--- src/rtl/serial_subtractor.sv ---
// Bit-serial unsigned subtractor (a - b, LSB first) with a routing select that
// steers each result to one of two valid/ready output channels.
module serial_subtractor #(
  parameter int unsigned WIDTH = 8
) (
  input  logic             clk,
  input  logic             rst,
  input  logic             in_valid,
  output logic             in_ready,
  input  logic [WIDTH-1:0] a,
  input  logic [WIDTH-1:0] b,
  input  logic             sel,
  output logic [WIDTH-1:0] out_diff,
  output logic             out_borrow,
  output logic             out0_valid,
  input  logic             out0_ready,
  output logic             out1_valid,
  input  logic             out1_ready
);

  localparam int unsigned     CW   = $clog2(WIDTH);
  localparam logic [CW-1:0]   LAST = CW'(WIDTH - 1);

  typedef enum logic [1:0] {IDLE, SHIFT, DONE} state_t;

  state_t           state_q, state_d;
  logic [WIDTH-1:0] a_q, a_d;
  logic [WIDTH-1:0] b_q, b_d;
  logic [CW-1:0]    cnt_q, cnt_d;
  logic             br_q, br_d;
  logic             sel_q, sel_d;
  logic [WIDTH-1:0] diff_q, diff_d;
  logic             borrow_q, borrow_d;

  logic             bit_d;
  logic             br_nxt;
  logic [WIDTH-1:0] a_shift;

  assign bit_d   = a_q[0] ^ b_q[0] ^ br_q;
  assign br_nxt  = (~a_q[0] & b_q[0]) | (~(a_q[0] ^ b_q[0]) & br_q);
  // Difference bits enter the minuend register from the MSB side as its bits
  // are consumed, so after WIDTH shifts it holds the full result.
  assign a_shift = {bit_d, a_q[WIDTH-1:1]};

  always_comb begin
    state_d  = state_q;
    a_d      = a_q;
    b_d      = b_q;
    cnt_d    = cnt_q;
    br_d     = br_q;
    sel_d    = sel_q;
    diff_d   = diff_q;
    borrow_d = borrow_q;
    unique case (state_q)
      IDLE: begin
        if (in_valid) begin
          a_d     = a;
          b_d     = b;
          sel_d   = sel;
          br_d    = 1'b0;
          cnt_d   = '0;
          state_d = SHIFT;
        end
      end
      SHIFT: begin
        a_d   = a_shift;
        b_d   = b_q >> 1;
        br_d  = br_nxt;
        cnt_d = cnt_q + CW'(1);
        if (cnt_q == LAST) begin
          diff_d   = a_shift;
          borrow_d = br_nxt;
          state_d  = DONE;
        end
      end
      DONE: begin
        if (sel_q ? out1_ready : out0_ready) state_d = IDLE;
      end
      default: state_d = IDLE;
    endcase
  end

  always_ff @(posedge clk or posedge rst) begin
    if (rst) begin
      state_q  <= IDLE;
      a_q      <= '0;
      b_q      <= '0;
      cnt_q    <= '0;
      br_q     <= 1'b0;
      sel_q    <= 1'b0;
      diff_q   <= '0;
      borrow_q <= 1'b0;
    end else begin
      state_q  <= state_d;
      a_q      <= a_d;
      b_q      <= b_d;
      cnt_q    <= cnt_d;
      br_q     <= br_d;
      sel_q    <= sel_d;
      diff_q   <= diff_d;
      borrow_q <= borrow_d;
    end
  end

  assign in_ready   = (state_q == IDLE);
  assign out0_valid = (state_q == DONE) && !sel_q;
  assign out1_valid = (state_q == DONE) &&  sel_q;
  assign out_diff   = diff_q;
  assign out_borrow = borrow_q;

endmodule

--- config.mk ---
export PLATFORM = sky130hd
export DESIGN_NAME = serial_subtractor
export DESIGN_NICKNAME = d
export VERILOG_FILES = /design/src/rtl/serial_subtractor.sv
export SDC_FILE = /design/constraint.sdc
export NUM_CORES = 1
export LEC_CHECK = 0
export ABC_CLOCK_PERIOD_IN_PS = 4250
export BUFFER_PORTS_ARGS = -buffer_cell sky130_fd_sc_hd__buf_2
export CAP_MARGIN = 25
export CORE_AREA = 2 2 51 100
export CTS_CLUSTER_SIZE = 25
export DETAILED_ROUTE_END_ITERATION = 12
export DIE_AREA = 0 0 53 102
export GPL_TIMING_DRIVEN = 0
export SKIP_CTS_REPAIR_TIMING = 1
export SYNTH_ARGS = -nofsm -noshare
export SYNTH_HDL_FRONTEND = slang
export SYNTH_SLANG_ARGS = --single-unit
export TNS_END_PERCENT = 30
--- constraint.sdc ---
create_clock -name clk -period 4.25 [get_ports clk]
set_clock_uncertainty 0.05 [all_clocks]
set_input_delay 0.85 -clock clk [delete_from_list [all_inputs] [get_ports clk]]
set_output_delay 0.85 -clock clk [all_outputs]
set_load 0.1 [all_outputs]
==> results of run 1 <==
[worst max path at each step]
stage	from	to	slack [ns]
after floorplan	state_q[1]	out1_valid	0.42
after global placement	state_q[1]	out1_valid	1.93
after detailed placement	state_q[1]	out1_valid	1.93
after CTS	state_q[1]	out1_valid	1.61
after global routing	state_q[1]	out1_valid	1.53
final	state_q[1]	out1_valid	1.62
[metrics by stage]
stage / hold WS (ns) / cells / cell area [um^2]
CTS: 0.436 / 241 / 1900
global placement: 0.410 / 232 / 1780
global route: 0.469 / 241 / 1900
floorplan: 0.414 / 145 / 1550
detailed placement: 0.421 / 233 / 1810
finish: 0.428 / 241 / 1900
[cell usage after synthesis]
master     n  area (um^2)
buf_6      5         56.3
ha_1       2         25.0
fa_1       1         20.0
mux2_1     1         11.3
o21bai_1   1         7.51
dfrtp_1   32          801
o22a_1     2         17.5
clkbuf_1   1         3.75
inv_1      7         26.3
nand2b_1   2         12.5
buf_4      3         22.5
nand3b_4   1         20.0
nand2_1    5         18.8
o22ai_1   13         81.3
nor3b_1    4         30.0
nor2_1     4         15.0
mux2_4     3         45.0
buf_2      2         10.0
nor3_2     2         20.0
a22o_1     2         17.5
mux2i_1    1         10.0
mux2_2     3         33.8
o21ai_0    6         30.0
a21oi_1    3         15.0
a221oi_1   1         8.76
nor2b_1    2         12.5
nor3_1    35          175
o31ai_1    1         7.51
[worst max-delay path, cell delays in order, from the launching register on]
cell     delay [ns]
dfrtp_1        0.38
buf_6          0.16
inv_1          0.10
buf_4          0.19
nor3b_1        0.18
buf_2          0.45
[layout make-up]
cell class,instances,area [um^2]
well taps,55,68.8
clock buffers,8,90.1
multi-input cells,95,634
plain buffers,11,92.6
inverters,7,26.3
repair buffers,33,188
fillers,484,2700
flip-flops and latches,32,801
[cells by family after synthesis]
| family | after synthesis | share of synthesized area |
|---|---|---|
| AND/OR/NAND/NOR | 55 | 0.196 |
| flip-flops | 32 | 0.515 |
| AO/OA/AOI/OAI | 29 | 0.119 |
| buffers and inverters | 18 | 0.0765 |
| multiplexers | 8 | 0.0644 |
| adder cells (fa/ha/maj) | 3 | 0.0290 |
[state kept, by name, summed over array words and instances (netlist names)]
register    cells
br_q            1
out_diff        8
sel_q           1
cnt_q           3
b_q             8
a_q             8
state_q         2
out_borrow      1
[power by group]
group	internal, W	switching [W]	leakage [nW]	total [W]
combinational	0.000270	0.000594	0.437	0.000865
clock	0.000132	0.000111	0.0455	0.000242
sequential	0.000451	0.000106	0.376	0.000557
total	0.000854	0.000811	0.859	0.00166
[cells in the final DEF (no fill, tap or decap), types with 2 or more instances in the layout]
master,netlist,final
nor3_1,35,35
buf_2,2,34
dfrtp_1,32,32
o22ai_1,13,13
inv_1,7,7
o21ai_0,6,6
clkbuf_8,0,6
buf_6,5,5
nand2_1,5,5
nor2_1,4,4
nor3b_1,4,4
mux2_4,3,3
a21oi_1,3,3
buf_4,3,3
clkbuf_1,1,3
mux2_2,3,3
o22a_1,2,2
nand2b_1,2,2
nor2b_1,2,2
a22o_1,2,2
nor3_2,2,2
ha_1,2,2
[metal layers]
metal | vias to the layer above | GRT usage
met4 | 0 | 0.0769
met2 | 27 | 0.301
met1 | 593 | 0.171
met3 | 7 | 0.0307
li1 | 608 | -
met5 | - | 0
==> metrics, run 1 <==
Crit path required time 3.35 ns; Synth Cell Area 0.00155 mm^2; diode count 0; CTS HTree Levels 2; Routed WL 3660 um; Max Transition Viols Final 0; # rows 35; Max Clk Rate 380 MHz; flops & latches, synth 32; clock sinks 32; clk_lat worst skew 0.29 ns; WP data arrival 1.73 ns; Port Buffers 32; post-synthesis cell type count 28; met3 wire len 129 um; Synth Warn # 0; register area share after synthesis 0.515; FF-to-FF path depth 5; Leakage Power 0.859 nW; WHS Endpoint out_borrow; CP endpoint kind output pin; routed len/inst 15.2 um; Die H 102 um; TritonCTS clock tree built; Slew @ Worst Pin 0.606 ns; uppermost routed layer met4; residual overflow from global routing 0; startpoint types flop; Antenna Nets Post-Route 0; initial antenna violation count 0; clock-pin slew on the worst setup and hold paths 0.07 ns; max_cap viols 0; Cells after Synth 145; layout cell share with drive strength beyond 1 0.312; fin crit period 2.63 ns; Post-Syn Nets 170; min-delay worst type reg2reg; CP Class reg2out; status finished, final reports clean; worst-path maximum fanout 10; slew margin rel. 0.595; nets@finish 210; Final Hold Fails 0; hpwl dp 2820 um; routed via count 1,235; vias in the first global route 1,290; global-route wire length before repair 6320 um; clk buf depth 2; wire length on met1 1350 um; overall power 0.00166 W; drt first-iter violations 22; Worst Hold Depth 2; Worst R2R End out_diff[0]; drt drc 0; largest net degree at the start of global routing 21; RR Startpoint cnt_q[0]; GRT Util Overall 0.164; hold_sp out_borrow; Final period util 0.619; R2R Setup Slk 2.67 ns; # setup viols final 0; die width 53 um; num ports 34; Detailed Routing Iterations Pass 1 4; worst slack at placement 1.93 ns; CTS root buffer clkbuf_8; metal2 WL 2090 um; Area Overhead vs Synth 22.3%; total die area 0.00541 mm^2; syn_area_per_cell 10.7 um^2; Setup TNS Final 0 ns; Final WS setup 1.62 ns; worst vdd ir 0.000479 V; pwr dens 876 mW/mm^2; RSZ-0062 raised after global routing no; CTS buffer count 5; Core ar. 0.00460 mm^2; post-DR vias/cell 5.12; Layout Utilization 0.413; Routability Congestion 0.729; initial core utilization 0.338
Power figures use the tool's default switching activity.
==> run 2: changes to the inputs <==
--- a/config.mk
+++ b/config.mk
@@ -5,13 +5,14 @@
 export SDC_FILE = /design/constraint.sdc
 export NUM_CORES = 1
 export LEC_CHECK = 0
-export ABC_CLOCK_PERIOD_IN_PS = 4250
+export ABC_AREA = 1
+export ABC_CLOCK_PERIOD_IN_PS = 2400
 export BUFFER_PORTS_ARGS = -buffer_cell sky130_fd_sc_hd__buf_2
 export CAP_MARGIN = 25
-export CORE_AREA = 2 2 51 100
+export CORE_AREA = 2 2 52 102
 export CTS_CLUSTER_SIZE = 25
 export DETAILED_ROUTE_END_ITERATION = 12
-export DIE_AREA = 0 0 53 102
+export DIE_AREA = 0 0 54 104
 export GPL_TIMING_DRIVEN = 0
 export SKIP_CTS_REPAIR_TIMING = 1
 export SYNTH_ARGS = -nofsm -noshare
==> constraint.sdc (replaced) <==
create_clock -name clk -period 2.4 [get_ports clk]
set_clock_uncertainty 0.05 [all_clocks]
set_input_delay 0.48 -clock clk [delete_from_list [all_inputs] [get_ports clk]]
set_output_delay 0.48 -clock clk [all_outputs]
set_load 0.1 [all_outputs]
==> run 2 against run 1 <==
Global-route usage is 1.8 points lower. Via count rose by 9.1%. Die area up 3.9%. Clock-buffer cell count is 2 lower. Hold slack worse by 0.25 ns.
==> metrics, run 2 <==
top cells by count, synth nand2_1 (98), dfrtp_1 (32), nand3_1 (19), inv_1 (12), o21ai_2 (11); TritonCTS clock tree built; min-delay worst type in2async; max_cap viols 0; initial antenna violation count 0; Top Usage Layer GRT met2; residual overflow from global routing 0; CTS HTree Levels 2; RR Startpoint cnt_q[0]; Port Buffers 33; met1 Resource Use GR 0.157; routing usage on met2 0.253; Max Transition Viols Final 0; status finished, final reports clean; pwr dens 1510 mW/mm^2; R2R Setup Slk 0.98 ns; diode count 0; flops & latches, synth 32; leading cell type in the layout, fill and taps excluded nand2_1; CP endpoint kind output pin; Synth Cell Area 0.00161 mm^2; layout cell share with drive strength beyond 1 0.283; fillers 528; fin crit period 2.30 ns; post-synth top area share 0.496; post-DR vias/cell 4.59; Final Hold Fails 0; FF-to-FF path depth 5; total die area 0.00562 mm^2; Post-Syn Nets 220; placed cells 286; num ports 34; # setup viols final 0; crit path launch state_q[0]; Worst R2R End out_diff[2]; GRT Util Overall 0.145; clk buf depth 2; most common cell in the netlist nand2_1; Crit path required time 1.87 ns; routed len/inst 11.5 um; RSZ-0062 raised after global routing no; Max Clk Rate 435 MHz; fin cells 294; # rows 36; routed via count 1,348; CP Class reg2out; asr flop ratio synth 1.00; met3 Use GR 0.0302; highest-count cells in the layout ignoring fill and taps nand2_1 (98), buf_2 (35), dfrtp_1 (32); initial core utilization 0.332; Synth Warn # 0; Antenna Nets Post-Route 0; synth top area cells dfrtp_1 (50%), nand2_1 (23%), o21ai_2 (6.0%), nand3_1 (5.9%), buf_6 (3.5%); area leader, netlist dfrtp_1; Cells after Synth 195; Die H 104 um; Detailed Routing Iterations Pass 1 4; hpwl dp 2600 um; Final period util 0.959; drt first-iter violations 29; CTS root buffer clkbuf_8; largest net degree at the start of global routing 22; slew margin rel. 0.637; nets@finish 261; prevailing post-synth register cell dfrtp_1; drt drc 0; die width 54 um; startpoint types flop; Core ar. 0.00486 mm^2; CTS buffer count 5; global-route wire length before repair 6020 um; Area Overhead vs Synth 22.1%; register area share after synthesis 0.496; Layout Utilization 0.405; Routability Congestion 0.750; syn_area_per_cell 8.28 um^2; clk_lat worst skew 0.29 ns; WP data arrival 1.77 ns; worst vdd ir 0.000589 V; post-synthesis cell type count 17; Routed WL 3390 um; vias in the first global route 1,356; worst-path maximum fanout 10; clock-pin slew on the worst setup and hold paths 0.07 ns; number of synthesized flops with an enable pin 0; Leakage Power 1.11 nW; clock sinks 32; Slew @ Worst Pin 0.544 ns
-- run 2: changes by cell type in the layout (fill, tap and decap cells not counted), moves of 3 or more --
| cell | delta |
|---|---|
| clkbuf_1 | -3 |
| buf_4 | -3 |
| nand3_1 | +19 |
| o21ai_2 | +11 |
| o21ai_0 | -3 |
| mux2_4 | -3 |
| nor3b_1 | -4 |
| a21oi_1 | -3 |
| nor3_1 | -35 |
| mux2_2 | -3 |
| nand2_1 | +93 |
| inv_1 | +5 |
| o22ai_1 | -13 |
-- run 2: stage by stage --
stage               setup TNS, ns  setup WS [ns]  power, W  hold WS [ns]  instance area, um^2
floorplan                  -0.712         -0.305   0.00228         0.393                 1610
global placement                0          0.403   0.00256         0.408                 1850
detailed placement              0          0.404   0.00259         0.414                 1880
CTS                             0         0.0871   0.00303         0.182                 1970
global route                    0         0.0409   0.00324         0.229                 1970
finish                          0         0.0987   0.00298         0.174                 1970
-- run 2: critical path: stages (launching register included) --
cell and delay [ns]:
dfrtp_1 0.46, buf_6 0.18, or2_2 0.33, nor2_1 0.09, buf_2 0.43
-- run 2: report_power, final --
group          internal (W)  total (W)  switching, W
sequential         0.000785   0.000935      0.000150
combinational      0.000460    0.00162       0.00116
clock              0.000229   0.000430      0.000201
-- run 2: cell type report --
type / count / area (um^2) / area share
buffer: 9 / 100 / 0.0508
sequential: 32 / 801 / 0.406
inverter: 14 / 52.6 / 0.0267
tap: 57 / 71.3 / 0.0362
clock buffer: 6 / 82.6 / 0.0419
timing repair buffer: 34 / 193 / 0.0978
multi-input combinational: 140 / 661 / 0.335
clock inverter: 2 / 10.0 / 0.00508
-- run 2: worst max-delay path by stage --
stage / endpoint / slack [ns] / cells past startpoint
CTS: out0_valid / 0.09 / 4
floorplan: out0_valid / -0.30 / 3
detailed placement: out1_valid / 0.40 / 4
global route: out0_valid / 0.04 / 4
global placement: out0_valid / 0.40 / 4
finish: out0_valid / 0.1 / 4
-- run 2: cell families (layout without fill, tap and decap cells) --
group / Yosys count / in the layout / share of synthesized area
buf+inv: 23 / 65 / 0.0946
compound gates: 14 / 14 / 0.0690
flops: 32 / 32 / 0.496
simple gates: 123 / 123 / 0.312
fa+ha+maj: 3 / 3 / 0.0279
-- run 2: per-layer routing --
metal,routed length [um],vias up
met2,1940,19
met5,0,-
li1,-,688
met1,1260,635
met4,99,0
met3,86,6
